==> config.mk <==
export PLATFORM = sky130hd
export DESIGN_NAME = i2s_tx
export DESIGN_NICKNAME = d
export VERILOG_FILES = /design/src/rtl/audio_pkg.sv /design/src/rtl/i2s_bclk_gen.sv /design/src/rtl/i2s_tx.sv
export SDC_FILE = /design/constraint.sdc
export NUM_CORES = 1
export LEC_CHECK = 0
export CELL_PAD_IN_SITES_DETAIL_PLACEMENT = 1
export CELL_PAD_IN_SITES_GLOBAL_PLACEMENT = 2
export CORE_MARGIN = 4
export CORE_UTILIZATION = 29
export CTS_CLUSTER_DIAMETER = 80
export DETAILED_ROUTE_END_ITERATION = 8
export GPL_ROUTABILITY_DRIVEN = 0
export PLACE_DENSITY = 0.78
export SLEW_MARGIN = 20
export SYNTH_ARGS = -nofsm -noshare
export SYNTH_HDL_FRONTEND = slang
export SYNTH_SLANG_ARGS = --single-unit
==> constraint.sdc <==
create_clock -name clk -period 1.85 [get_ports clk]
set_input_delay 0.37 -clock clk [delete_from_list [all_inputs] [get_ports clk]]
set_output_delay 0.37 -clock clk [all_outputs]
set_load 0.05 [all_outputs]
==> src/rtl/audio_pkg.sv <==
// Shared audio-path types and sizes for the I2S output stage.
package audio_pkg;
  localparam int SAMPLE_W    = 16;
  localparam int FRAME_SLOTS = 32;
  localparam int SLOT_W      = $clog2(FRAME_SLOTS);

  typedef enum logic [1:0] {
    IDLE = 2'd0,
    RUN  = 2'd1,
    STOP = 2'd2
  } tx_state_t;
endpackage

==> src/rtl/i2s_bclk_gen.sv <==
// Bit-clock divider: bclk toggles whenever div_cnt wraps; fall_stb is high in the
// cycle whose closing edge drives bclk low, so callers update in lockstep with it.
module i2s_bclk_gen #(
  parameter int CLK_DIV_HALF = 8
) (
  input  logic clk,
  input  logic rst,
  input  logic run,
  output logic bclk,
  output logic fall_stb
);
  localparam int CW = (CLK_DIV_HALF > 1) ? $clog2(CLK_DIV_HALF) : 1;
  localparam logic [CW-1:0] LAST = CW'(CLK_DIV_HALF - 1);

  logic [CW-1:0] div_cnt_q, div_cnt_d;
  logic          bclk_q, bclk_d;
  logic          wrap;

  always_comb begin
    wrap      = run && (div_cnt_q == LAST);
    div_cnt_d = div_cnt_q + CW'(1);
    bclk_d    = bclk_q;
    if (!run) begin
      div_cnt_d = '0;
      bclk_d    = 1'b0;
    end else if (wrap) begin
      div_cnt_d = '0;
      bclk_d    = ~bclk_q;
    end
  end

  always_ff @(posedge clk) begin
    if (!rst) begin
      div_cnt_q <= '0;
      bclk_q    <= 1'b0;
    end else begin
      div_cnt_q <= div_cnt_d;
      bclk_q    <= bclk_d;
    end
  end

  assign bclk     = bclk_q;
  assign fall_stb = wrap && bclk_q;
endmodule

==> src/rtl/i2s_tx.sv <==
// Mono-to-stereo I2S transmitter: one sample per 32-slot frame, sent MSB-first in both channels.
// Define I2S_TX_LJ_EN for left-justified lrclk; otherwise standard I2S with a one-slot lead.
module i2s_tx
  import audio_pkg::*;
#(
  parameter int CLK_DIV_HALF = 8
) (
  input  logic                clk,
  input  logic                rst,
  input  logic                en,
  input  logic [SAMPLE_W-1:0] samp_in,
  output logic                samp_req,
  output logic                bclk,
  output logic                lrclk,
  output logic                sdata,
  output logic                busy
);
  tx_state_t           state_q, state_d;
  logic [SLOT_W-1:0]   slot_q, slot_d, slot_nxt;
  logic [SAMPLE_W-1:0] hold_q, hold_d;
  logic                sdata_q, sdata_d;
  logic                lrclk_q, lrclk_d;
  logic                samp_req_q, samp_req_d;
  logic                fall_stb;

  function automatic logic lr_of(input logic [SLOT_W-1:0] k);
    logic [SLOT_W-1:0] k1;
    k1 = k + SLOT_W'(1);
`ifdef I2S_TX_LJ_EN
    return k[SLOT_W-1];
`else
    return k1[SLOT_W-1];
`endif
  endfunction

  i2s_bclk_gen #(.CLK_DIV_HALF(CLK_DIV_HALF)) u_bclk (
    .clk      (clk),
    .rst      (rst),
    .run      (state_q != IDLE),
    .bclk     (bclk),
    .fall_stb (fall_stb)
  );

  always_comb begin
    state_d    = state_q;
    slot_d     = slot_q;
    hold_d     = hold_q;
    sdata_d    = sdata_q;
    lrclk_d    = lrclk_q;
    samp_req_d = 1'b0;
    slot_nxt   = slot_q + SLOT_W'(1);
    case (state_q)
      IDLE: begin
        if (en) begin
          // Priming slot: request the first sample one slot before its MSB is due.
          state_d    = RUN;
          slot_d     = SLOT_W'(FRAME_SLOTS - 1);
          samp_req_d = 1'b1;
          sdata_d    = 1'b0;
          lrclk_d    = lr_of(SLOT_W'(FRAME_SLOTS - 1));
        end
      end
      RUN: begin
        if (fall_stb) begin
          slot_d  = slot_nxt;
          lrclk_d = lr_of(slot_nxt);
          if (slot_nxt == '0) begin
            hold_d  = samp_in;
            sdata_d = samp_in[SAMPLE_W-1];
          end else begin
            sdata_d = hold_q[4'd15 - slot_nxt[3:0]];
          end
          if (slot_nxt == SLOT_W'(FRAME_SLOTS - 1)) begin
            if (en) samp_req_d = 1'b1;
            else    state_d    = STOP;
          end
        end
      end
      STOP: begin
        if (fall_stb) begin
          state_d = IDLE;
          slot_d  = '0;
          hold_d  = '0;
          sdata_d = 1'b0;
          lrclk_d = 1'b0;
        end
      end
      default: state_d = IDLE;
    endcase
  end

  always_ff @(posedge clk) begin
    if (!rst) begin
      state_q    <= IDLE;
      slot_q     <= '0;
      hold_q     <= '0;
      sdata_q    <= 1'b0;
      lrclk_q    <= 1'b0;
      samp_req_q <= 1'b0;
    end else begin
      state_q    <= state_d;
      slot_q     <= slot_d;
      hold_q     <= hold_d;
      sdata_q    <= sdata_d;
      lrclk_q    <= lrclk_d;
      samp_req_q <= samp_req_d;
    end
  end

  assign samp_req = samp_req_q;
  assign lrclk    = lrclk_q;
  assign sdata    = sdata_q;
  assign busy     = (state_q != IDLE);
endmodule

==> results.md, run 1 <==
* Relative slew slack at 69.73%
* Synthesis-to-finish area growth at 43.18%
* Number of max-cap violations at 0
* Share of flip-flops with an asynchronous set or reset at 0%
* Mapped Area at 1652 um2
* Buffer depth of the longest clock path at 2
* Post-route clock skew at 0.004767 ns
* Number of sinks on the clock net at 30
* Final critical path time including I/O delays and setup at 1.818 ns
* Average wire length per cell after detail routing at 14.41 um
* TritonCTS clock tree: built
* Wire length reported by the detailed router at 4.467 mm
* Power density normalized to cell area at ~640 nW/um2
* Non-filler instance count after layout at 310
* Antenna violations before repair at 0
* Least-Margin Pin Slew at ~0.45 ns
* Ratio of final minimum period to clock period at a little over nine tenths
* Die area at 6966 um2
* Longest individual stage delay on the worst path at around 0.36 ns
* Depth of the CTS H-tree at 2
* Total I/O pin count at 24
* Critical Path, Cell by Cell: ha_4 -> or3_4 -> o211ai_4 -> buf_4 -> nand4_4 -> buf_6 -> nor2_1 -> o21a_1
* Critical setup path kind: reg -> reg
* CTS hold repair buffers at 0
* Area inside the core boundary at 5507 um2
* Area share of the largest cell type after synthesis at 36.36%
* Detailed Route Iter0 Violations at slightly above 80
* Effective utilization at floorplan at 29.99%
* Most numerous cell in the Yosys netlist: dfxtp_1
* Most area-hungry cell type in the Yosys netlist: dfxtp_1
* Yosys synthesis warning count at 0
* Synth Instances at 189
* Routed via count divided by cell count at 4.813
* Clk slew on worst S/H paths at 0.07 ns
* Max Transition Viols Final at 0
* All-Layer GR Usage at 12.99%
* Final worst hold slack at about 0.43 ns
* Worst VDD drop at 0.3218 mV
* Vert. Die Dim at approximately 83 um
* Detailed-route DRC error count at 0
* Worst slack at placement at -0.07203 ns
* Area contributors post-synth: dfxtp_1 36%, o21a_1 7.3%, and3_1 6.4%, mux4_2 5.5%, nor2_1 4.8%
* Buffers on Ports at 23
* Final hold vios at 0
* Sequential share of the synthesized area at between 30% and 40%
* Post-layout utilization of the core at 42.94%
* Count of flip-flops with a built-in enable after synthesis at 0
* Inserted Clock Buffers at 5
* Number of vias after detailed routing at 1492
* Largest net degree at the start of global routing at 24
* Grt ovf at 0
* Setup Viol. Count Final at 0
* First-pass GRT wire length at 7.486 mm
* Maximum operating frequency at 0.5501 GHz
* Ratio of cells with drive above 1 in the final layout at 27.31%
* # rows at 27
* Top fanout value on the critical path at 6
* Data required, critical path at 2.08 ns
* Crit path arrival time at approximately 2.0 ns
* Leakage at approximately 1.1 nW
* Status: complete, no violations
* Synth Register Bits at 30
* Class of the tightest hold or removal check: reg -> reg
* Mean Syn Cell Area at 8.739 um2
* Most used flip-flop cell after synthesis: dfxtp_1
* Later-pin clock latency in the skew report at 0.28 ns
* Critical path startpoint category: flop
* Post-layout net count at about 260
* DP Cell Count at 296
* Router iterations before antenna repair at 4
* Kind of end point of the critical path: flop
* Vias in the first global route at about 1.5k
* Die X-Extent at 83.47 um
* N_diodes at 0
* Power consumption at 1.520 mW
* Critical path's slowest cell: dfxtp_4
* HPWL Detailed at 3.000 mm
* Clock tree root driver cell: clkbuf_8
* Distinct cells, synth at 43
* Most used standard cells in the synthesized netlist: 30 x dfxtp_1, 21 x nor2_1, 20 x inv_1
* Final worst slack at 0.03211 ns
* Antenna Violating Nets Remaining at 0
* Net count after synthesis at approximately 210
==> routing by layer <==
layer	share of wire (%)	vias up	GRT usage (%)
li1	-	753	-
met1	49	710	18.06
met2	47	22	20.34
met3	3.2	7	3.159
met4	0.90	0	3.070
met5	0	-	0
==> kinds of logic (layout without fill, tap and decap cells) <==
logic type               count (synthesis)  count (layout)  share of synthesized area (%)
AND/OR/NAND/NOR                         68              71                          22.65
AO/OA/AOI/OAI                           42              42                          17.43
buffers and inverters                   31              77                          8.560
flip-flops                              30              30                          36.36
multiplexers                             8               8                          7.879
adder cells (fa/ha/maj)                  6               6                          4.545
XOR/XNOR                                 4               4                          2.576
==> area by class of cell <==
| type | count | area, um2 |
|---|---|---|
| clock inverters | 2 | 12.51 |
| multi-input cells | 131 | 1039 |
| flip-flops and latches | 30 | 608.1 |
| repair buffers | 48 | 454.2 |
| fillers | 635 | 3142 |
| clock buffers | 6 | 82.58 |
| well taps | 72 | 90.09 |
| inverters | 21 | 78.83 |
==> flip-flops by register name, summed over array words and instances, names as in the netlist <==
signal	flops
hold_q	16
u_bclk.div_cnt_q	3
state_q	2
lrclk	1
u_bclk.bclk	1
samp_req	1
slot_q	5
sdata	1
==> placed cells by master, fill, tap and decap left out, drive strengths merged, types with 7 or more instances in the layout <==
| master | instances |
|---|---|
| buf | 30 |
| o21a | 16 |
| nor2 | 22 |
| nand2 | 7 |
| dfxtp | 30 |
| and3 | 17 |
| clkdlybuf4s50 | 18 |
| nand3 | 7 |
| inv | 21 |
| a21oi | 11 |
==> where the power goes <==
group	switching (mW)	internal [mW]	leakage, nW
clock	0.256	0.299	0.0472
sequential	0.0215	0.661	0.245
combinational	0.133	0.150	0.761
==> worst max-delay path, delay by kind of cell, from the launching register on <==
kind / cells / cell delay [ns]
AND/OR/NAND/NOR: 3 / 0.64
flip-flops: 1 / 0.36
buffers and inverters: 2 / 0.34
AO/OA/AOI/OAI: 2 / 0.24
adder cells (fa/ha/maj): 1 / 0.18
==> what timing repair did <==
action / 4_1_cts / 5_1_grt
setup buffers: 0 / 3
hold endpoints to repair: 0 / 0
setup endpoints to repair: 17 / 20
gates cloned: 2 / 1
pin swaps: 1 / 6
resized for setup: 5 / 17
==> stage by stage <==
stage | cell area, um2 | setup TNS (ns)
floorplan | 1653 | 0
global placement | 2088 | -0.06961
detailed placement | 2088 | -0.6246
CTS | 2250 | -0.2064
global route | 2365 | -0.09254
finish | 2365 | 0
==> worst paths after layout <==
kind | startpoint | to | slack, ns | cells past startpoint
max | slot_q[0] | hold_q[8] | 0.03 | 8
min | u_bclk.div_cnt_q[0] | u_bclk.div_cnt_q[0] | 0.43 | 1
max reg2reg | slot_q[0] | hold_q[8] | 0.03 | 8
min reg2reg | u_bclk.div_cnt_q[0] | u_bclk.div_cnt_q[0] | 0.43 | 1
No activity file was read; power rests on OpenSTA's default activity.
==> inputs of run 2 (changes only) <==
--- a/config.mk
+++ b/config.mk
@@ -5,6 +5,7 @@
 export SDC_FILE = /design/constraint.sdc
 export NUM_CORES = 1
 export LEC_CHECK = 0
+export CAP_MARGIN = 20
 export CELL_PAD_IN_SITES_DETAIL_PLACEMENT = 1
 export CELL_PAD_IN_SITES_GLOBAL_PLACEMENT = 2
 export CORE_MARGIN = 4
==> results of run 2 <==
Same layout as run 1: the final DEF is identical, and so are final timing and power.
